--- config.mk ---
export PLATFORM = sky130hd
export DESIGN_NAME = glogic_pipe
export DESIGN_NICKNAME = d
export VERILOG_FILES = /design/src/rtl/glogic_pipe.sv
export SDC_FILE = /design/constraint.sdc
export NUM_CORES = 1
export LEC_CHECK = 0
export ABC_AREA = 1
export CORE_MARGIN = 8
export CORE_UTILIZATION = 54
export CTS_BUF_LIST = sky130_fd_sc_hd__clkbuf_4 sky130_fd_sc_hd__clkbuf_8 sky130_fd_sc_hd__clkbuf_16
export CTS_CLUSTER_SIZE = 24
export DETAILED_ROUTE_END_ITERATION = 6
export PLACE_DENSITY = 0.93
export SKIP_LAST_GASP = 1
export SLEW_MARGIN = 20
export SYNTH_ARGS = -nofsm -noshare
export SYNTH_HDL_FRONTEND = slang
export SYNTH_SLANG_ARGS = --single-unit
--- constraint.sdc ---
create_clock -name clk -period 2.3 [get_ports clk]
set_clock_uncertainty 0.1 [all_clocks]
set_input_delay 0.575 -clock clk [delete_from_list [all_inputs] [get_ports clk]]
set_output_delay 0.575 -clock clk [all_outputs]
set_load 0.02 [all_outputs]
--- src/rtl/glogic_pipe.sv ---
// Registered multi-function bitwise logic unit with valid/ready handshake and accumulate mode.
// Optional zero-result flag is enabled by defining GLOGIC_ZFLAG_EN.
module glogic_pipe #(
  parameter int unsigned WIDTH   = 16,
  parameter int unsigned COUNT_W = 8
) (
  input  logic               clk,
  input  logic               rst,
  input  logic               in_valid,
  output logic               in_ready,
  input  logic [WIDTH-1:0]   a,
  input  logic [WIDTH-1:0]   b,
  input  logic [2:0]         op,
  input  logic               acc,
  output logic               out_valid,
  input  logic               out_ready,
  output logic [WIDTH-1:0]   y,
  output logic [COUNT_W-1:0] count
`ifdef GLOGIC_ZFLAG_EN
  ,
  output logic               zero
`endif
);

  typedef enum logic [2:0] {
    OP_AND  = 3'b000,
    OP_OR   = 3'b001,
    OP_XOR  = 3'b010,
    OP_NAND = 3'b011,
    OP_NOR  = 3'b100,
    OP_XNOR = 3'b101,
    OP_ANDN = 3'b110,
    OP_PASS = 3'b111
  } op_e;

  logic [WIDTH-1:0] acc_reg;
  logic [WIDTH-1:0] opnd_a;
  logic [WIDTH-1:0] result;
  logic             accept;
  logic             consume;

  assign in_ready = !out_valid || out_ready;
  assign accept   = in_valid && in_ready;
  assign consume  = out_valid && out_ready;

  always_comb begin
    opnd_a = acc ? acc_reg : a;
    result = '0;
    unique case (op_e'(op))
      OP_AND:  result = opnd_a & b;
      OP_OR:   result = opnd_a | b;
      OP_XOR:  result = opnd_a ^ b;
      OP_NAND: result = ~(opnd_a & b);
      OP_NOR:  result = ~(opnd_a | b);
      OP_XNOR: result = ~(opnd_a ^ b);
      OP_ANDN: result = opnd_a & ~b;
      OP_PASS: result = b;
      default: result = '0;
    endcase
  end

  // Accept takes precedence over consume so a simultaneous pair keeps out_valid high.
  always_ff @(posedge clk) begin
    if (rst) begin
      out_valid <= 1'b0;
      y         <= '0;
      acc_reg   <= '0;
      count     <= '0;
    end else if (accept) begin
      out_valid <= 1'b1;
      y         <= result;
      acc_reg   <= result;
      count     <= count + COUNT_W'(1);
    end else if (consume) begin
      out_valid <= 1'b0;
    end
  end

`ifdef GLOGIC_ZFLAG_EN
  always_ff @(posedge clk) begin
    if (rst) begin
      zero <= 1'b0;
    end else if (accept) begin
      zero <= (result == '0);
    end
  end
`endif

endmodule
---- Word level (Yosys, flattened, before mapping) ----
Index checks and enable logic that the tools add are counted.
word-level totals
  register bits ........................... 25
  output and inout bits ................... 26
  word-level logic and storage cells ...... 29
operators by class
  add/sub/neg operators ................... 1
  eq/ne operators ......................... 7
  mux-type cells .......................... 4
  bitwise gates (word level) .............. 8
  reductions and logical operators ........ 6
operators by type and width
  operator                                                                number
  16-bit one-hot mux with 8 select lines                                  1
  16-bit NOT                                                              4
  16-bit AND                                                              2
  16-bit two-way mux                                                      1
  16-bit OR                                                               1
  16-bit XOR                                                              1
  3-bit equality test (second input constant)                             4
  8-bit by 1-bit adder with 8-bit output (second input constant)          1
  3-bit by 2-bit equality test with 1-bit output (second input constant)  2
  3-bit by 1-bit equality test with 1-bit output (second input constant)  1
  3-bit logical NOT                                                       1
  1-bit logical AND                                                       2
  1-bit two-way mux                                                       2
  2-bit nonzero test                                                      1
  1-bit logical NOT                                                       1
  1-bit logical OR                                                        1

---- Longest topological paths before layout ----
Gate-level depths: netlist of the first run.
  depth after elaboration ................. 4
  mapped depth ............................ 12
  gate-level depth less buffers ........... 12

---- Worst setup path before layout of the first run ----
No wires, ideal clock.
  path kind ............................... input-to-reg
  from .................................... input acc
  to ...................................... register acc_reg[9]
  arrival ................................. 1.621 ns
  path slack .............................. 0.437 ns
  stages on the path ...................... 10
  cell sequence ........................... clkbuf_1 nand2_1 o21ai_0 ha_1 nand4_1 nand2_1 nor2_1 nand2_1 nand2_1 a21oi_2
between the ends
  longest elaborated chain between the ends .. 4
  elaborated cells between the ends (all ways) .. 9
ends and longest elaborated chain
  what                                      line        text
  start: declaration                        14          input logic acc,
  16-bit two-way mux *                      47          opnd_a = acc ? acc_reg : a;
  16-bit XOR, or another cell as far along  52, 55
  16-bit NOT, on equally long branches      55, 53, 54
  16-bit one-hot mux with 8 select lines *  49          unique case (op_e'(op))
  end signal: assignment                    72          acc_reg <= result;
  end: declaration                          36          logic [WIDTH-1:0] acc_reg;
Every way passes the cells marked *; elsewhere a longest branch is shown, timed or not.
A chain may end at the register's enable or synchronous reset.

---- Final worst setup path of the first run ----
  from .................................... input acc
  to ...................................... register acc_reg[7]
The elaborated chain is that of the path after synthesis.

==> impl_metrics.tcl, run 1 <==
set metrics [dict create \
    synth_top_family_by_area "simple AND/OR/NAND/NOR gates" \
    slowest_delay_ps 520 \
    syn_to_final_growth_pct 17.8 \
    cts_tree "done" \
    yosys_warnings 0 \
    avgSynthCellArea_sq_um 6.16 \
    cp_cell_sequence "clkdlybuf4s50_1, buf_4, o21ai_0, buf_4, ha_1, nand4_1, nand2_1, nor2_1, nand2_1, nand2_1, a21oi_2" \
    n_antenna_cell 0 \
    ant_nets 0 \
    dp_hpwl_um 7210 \
    fin_crit_sh_pct 95.5 \
    gr-total-overflow 0 \
    ys_seq_area_share_pct 13.8 \
    drv_cap 0 \
    cp_slowest_cell "clkdlybuf4s50_1" \
    fin_crit_ps 2200 \
    numCtsBuffers 3 \
    fp.dieW_um 98.1 \
    startpoint_type "primary input" \
    synth_area_leaders "nand2_1 18%, ha_1 17%, dfxtp_1 14%" \
    synthCells 590 \
    via_count 3901 \
    grt_pass1_wl_um 17300 \
    setup_viol 0 \
    p_leak_nw 2.36 \
    yosysTopAreaCell "nand2_1" \
    tightest_slew_ps 419 \
    critPathKind "primary input to register" \
    nets 733 \
    synth_xor_area_share_pct 0.482 \
    worst_ep_required_time_ps 2380 \
    grt_antenna_before_repair 0 \
    rsz0062_at_grt "yes" \
    arrival_ps 2270 \
    gp_congestion 0.878 \
    power_density_mw_per_mm2 342 \
    synthAdderAreaFrac_pct 16.9 \
    hold_class "register to register" \
    maxSlewHeadroom_pct 72.1 \
    dpl_worst_slack_ps -184 \
    ys_ff_latch 25 \
    most-common-layout-cells "173 x nand2_1, 114 x inv_1, 61 x clkdlybuf4s50_1, 49 x ha_1, 48 x nand4_1" \
    dr.first_iter.drc_count 308 \
    die_h_um 98.1 \
    clock_sinks 25 \
    clock.fmax_ghz 0.455 \
    timing.final.ws_setup_ps 104 \
    end_kind "register" \
    port-buffer-count 65 \
    synth_mux_area_share_pct 0 \
    largest_reg_flops 16 \
    clk_latency_ps 270 \
    clkTransAtPathRegs_ps 100 \
    finalHoldViolCount 0 \
    fillers 588 \
    hold_buffers 0 \
    synth-simple-area-share_pct 39.2 \
    core_area_sq_mm 0.00664 \
    clockBufferDepth 2 \
    drc_errors 0 \
    cpMostUsedCell "nand2_1" \
    placed_area_sq_mm 0.00423 \
    grt_max_degree 37 \
    die_area_sq_mm 0.00961 \
    slew_viol_final 0 \
    vias_per_cell 5.40 \
    final_area_sq_mm 0.00428 \
    ioPinCount 66 \
    yosysTopAreaCellShare_pct 17.9 \
    cts_root_buffer "clkbuf_8" \
    wl_per_cell_um 13.7 \
    grt_pass1_vias 3991 \
    synth_fp_nets 679 \
    rows 30 \
    synth_compound_area_share_pct 9.60 \
    firstDrtPassIters 7 \
    drive_gt1_share_pct 8.24 \
    yosys.cell_types.count 27 \
    crit_path_max_fanout 14 \
    irDropWorstVdd_uv 242 \
    initial_utilization_pct 54.7 \
    layout_commonest_cell "nand2_1" \
    grt.total_usage_pct 20.8 \
    syn-cell-area_sq_mm 0.00364 \
    ctsHtreeMaxLevel 1 \
    post-cts-setup-buffers 0 \
    routed_wl_um 9880 \
    status "completed" \
]
[logic make-up after synthesis]
logic type / after synthesis
fa+ha+maj: 49
simple gates: 306
xor+xnor: 2
buf+inv: 151
compound gates: 57
flops: 25
[metrics by stage]
step	utilization [%]	total power, mW	hold WS (ps)	cells	setup TNS [ps]
floorplan	-	0.953	441	590	0
finish	64.5	1.47	398	723	0
CTS	64.4	1.47	402	723	0
global route	64.5	1.58	418	723	-9.71
global placement	63.7	1.14	369	719	-1370
detailed placement	63.7	1.17	385	719	-2180
[final cells by class]
| cell class | instances | area (sq um) | area share, % |
|---|---|---|---|
| inverters | 116 | 435 | 10.2 |
| well taps | 80 | 100 | 2.34 |
| flip-flops and latches | 25 | 500 | 11.7 |
| clock inverters | 1 | 7.51 | 0.175 |
| multi-input cells | 414 | 2410 | 56.2 |
| clock buffers | 3 | 41.3 | 0.964 |
| repair buffers | 84 | 793 | 18.5 |
[per-layer routing]
metal	vias to the layer above	track usage, %	wire (um)
li1	1944	-	-
met1	1763	23.2	4050
met2	177	37.8	4900
met3	17	4.48	794
met4	0	7.07	138
met5	-	0	0
[Yosys cell counts]
| library cell | instances |
|---|---|
| inv_1 | 114 |
| xor2_1 | 1 |
| nand2_1 | 173 |
| dfxtp_1 | 25 |
| ha_1 | 49 |
| nor3_1 | 2 |
| nor2_1 | 40 |
| nand2_2 | 1 |
| nand2_8 | 1 |
| buf_6 | 11 |
| nand3_1 | 30 |
| nand3b_1 | 5 |
| a21oi_1 | 6 |
| buf_2 | 10 |
| buf_8 | 2 |
| buf_4 | 3 |
| nand2_4 | 2 |
| a21oi_2 | 17 |
| nor2_8 | 4 |
| o21ai_1 | 5 |
| inv_2 | 2 |
| clkbuf_2 | 1 |
| buf_12 | 2 |
| xnor2_1 | 1 |
| nand4_1 | 48 |
| o21ai_0 | 29 |
| clkbuf_1 | 6 |
[timing repair]
| action | in CTS | in global routing |
|---|---|---|
| setup endpoints to repair | 1 | 6 |
| resized for setup | 1 | 3 |
| endpoints found under the hold margin | 0 | 0 |
[power breakdown]
group,leakage (nW),internal [mW],switching (mW)
Clock,0.0217,0.123,0.172
Combinational,2.14,0.283,0.406
Sequential,0.205,0.460,0.0216
[critical path, delay by kind of cell]
family | cells | cell delay [ps]
adders and majority gates | 1 | 280
AOI/OAI and AO/OA | 2 | 160
buffers and inverters | 3 | 890
and+or+nand+nor | 5 | 380
[path summary, 6_finish.rpt]
path	start	to	slack [ps]	cells after the start
setup reg to reg	acc_reg[7]	acc_reg[7]	710	11
hold / removal	acc_reg[1]	acc_reg[1]	400	2
hold reg to reg	acc_reg[1]	acc_reg[1]	400	2
setup / recovery	acc	acc_reg[7]	100	11
Note: power is estimated with default switching activity, not from simulation.
==> run 2, diff against run 1 <==
Settings changed: SLEW_MARGIN 20 to not set.
==> results of run 2 <==
Final layout, timing and power as in run 1 (identical DEF).
==> run 3, diff against run 2 <==
Settings changed: ABC_CLOCK_PERIOD_IN_PS set to 2300, CELL_PAD_IN_SITES_DETAIL_PLACEMENT set to 0, CELL_PAD_IN_SITES_GLOBAL_PLACEMENT set to 1, CORE_UTILIZATION 54 to 37, PLACE_DENSITY 0.93 to 0.92.
==> run 3 against run 2 <==
Fmax rose by 2.2%; cell area rose by 2.5%; sequential share of layout area fell by 0.28 points; critical path depth fell by 7; register-to-register slack barely moved; worst hold slack got worse by 5.0 ps; clock power barely moved; core utilization fell by 19 points; power rose by 0.48%; die area rose by 38%; via count fell by 3.3%; critical path type is now primary input to output port; critical endpoint is now in_ready.
==> impl_metrics.tcl, run 3 (synthesis gave the netlist of run 1 again) <==
set metrics [dict create \
    clk_latency_ps 280 \
    irDropWorstVdd_uv 168 \
    reg2reg_to "acc_reg[14]" \
    fp.dieW_um 115 \
    dr.first_iter.drc_count 286 \
    gp_congestion 0.803 \
    routed_wl_um 10400 \
    maxSlewHeadroom_pct 72.7 \
    wl_per_cell_um 13.3 \
    end_kind "output port" \
    grt.total_usage_pct 15.6 \
    hold_class "register to register" \
    ant_nets 0 \
    hold_slack_ps 394 \
    drv_cap 0 \
    grt_max_degree 33 \
    status "completed" \
    endpoint "in_ready" \
    grt_pass1_wl_um 17200 \
    drive_gt1_share_pct 8.39 \
    firstDrtPassIters 5 \
    placed_area_sq_mm 0.00431 \
    vias_per_cell 4.85 \
    hold_buffers 0 \
    crit_start "out_ready" \
    initial_utilization_pct 37.7 \
    r2r_cells 11 \
    ctsHtreeMaxLevel 1 \
    worstReg2RegStart "acc_reg[14]" \
    rows 36 \
    clock_sinks 25 \
    p_leak_nw 2.39 \
    ioPinCount 66 \
    dp_hpwl_um 7140 \
    grt_pass1_vias 3700 \
    clock.fmax_ghz 0.465 \
    startpoint_type "primary input" \
    power_density_mw_per_mm2 335 \
    crit_path_max_fanout 2 \
    core_area_sq_mm 0.00964 \
    die_h_um 115 \
    fin_crit_sh_pct 93.4 \
    worst_ep_required_time_ps 1620 \
    cts_root_buffer "clkbuf_8" \
    largest_reg_flops 16 \
    gr-total-overflow 0 \
    finalHoldViolCount 0 \
    nets 734 \
    slew_viol_final 0 \
    clkTransAtPathRegs_ps 100 \
    clockBufferDepth 2 \
    cts_tree "done" \
    rsz0062_at_grt "no" \
    port-buffer-count 65 \
    drc_errors 0 \
    setup_viol 0 \
    tightest_slew_ps 409 \
    layout_commonest_cell "nand2_1" \
    syn_to_final_growth_pct 20.7 \
    most-common-layout-cells "173 x nand2_1, 114 x inv_1, 60 x clkdlybuf4s50_1, 49 x ha_1, 48 x nand4_1" \
    via_count 3772 \
    arrival_ps 1470 \
    fin_crit_ps 2150 \
    numCtsBuffers 3 \
    r2r_slack_ps 720 \
    grt_antenna_before_repair 1 \
    post-cts-setup-buffers 0 \
    critPathKind "primary input to output port" \
    die_area_sq_mm 0.0133 \
    final_area_sq_mm 0.00439 \
    holdCritStartpoint "count[2]" \
]
run 3: changes by cell type in the layout (fill, tap and decap cells not counted):
cell             change
buf_12               +1
buf_6                -1
clkbuf_16            +1
clkdlybuf4s50_1      -1
diode_2              +1
dlymetal6s2s_1       +1
o21ai_0              +1
o21ai_1              -1
run 3: repair_timing:
item	4_1_cts	5_1_grt
gates resized for setup	1	2
gates cloned	0	1
pin swaps	0	0
endpoints found under the setup margin	1	5
run 3: metrics by stage:
stage | setup slack [ps] | std cells | setup TNS (ps) | utilization, % | total power [mW]
floorplan | 437 | 590 | 0 | - | 0.953
global placement | -124 | 772 | -1550 | 44.7 | 1.16
detailed placement | -181 | 772 | -2030 | 44.7 | 1.18
CTS | 120 | 776 | 0 | 45.2 | 1.49
global route | 107 | 778 | 0 | 45.5 | 1.60
finish | 152 | 778 | 0 | 45.5 | 1.47
run 3: final cells by class:
type / instances / area, sq um
diodes: 1 / 2.50
fillers: 1053 / 5250
well taps: 133 / 166
repair buffers: 85 / 830
inverters: 116 / 435
clock inverters: 1 / 7.51
multi-input cells: 414 / 2410
flip-flops and latches: 25 / 500
clock buffers: 3 / 41.3
run 3: report_power, final:
| part | internal [mW] | switching [mW] | leakage, nW |
|---|---|---|---|
| Combinational | 0.288 | 0.404 | 2.16 |
| Clock | 0.124 | 0.174 | 0.0217 |
| Sequential | 0.460 | 0.0230 | 0.205 |
| Total | 0.871 | 0.601 | 2.39 |
run 3: worst min-delay path by stage:
| stage | end | slack [ps] | cells past startpoint |
|---|---|---|---|
| detailed placement | count[2] | 380 | 2 |
| global route | acc_reg[4] | 420 | 2 |
| floorplan | count[2] | 440 | 2 |
| CTS | count[2] | 400 | 2 |
| finish | count[2] | 390 | 2 |
| global placement | count[2] | 370 | 2 |
run 3: metal layers:
metal  track usage, %  wire length, um  share of wire [%]  vias up
met2             27.5             4840                 47      135
met1             19.1             4670                 45     1676
met4             4.73              116                1.1        0
met5                0                0                  0        -
met3             2.42              729                7.0       10
li1                 -                -                  -     1951
run 3: worst max-delay path: stages:
cell and delay, ps:
clkdlybuf4s50_1 450, inv_1 50, nand2_1 60, dlygate4sd2_1 340
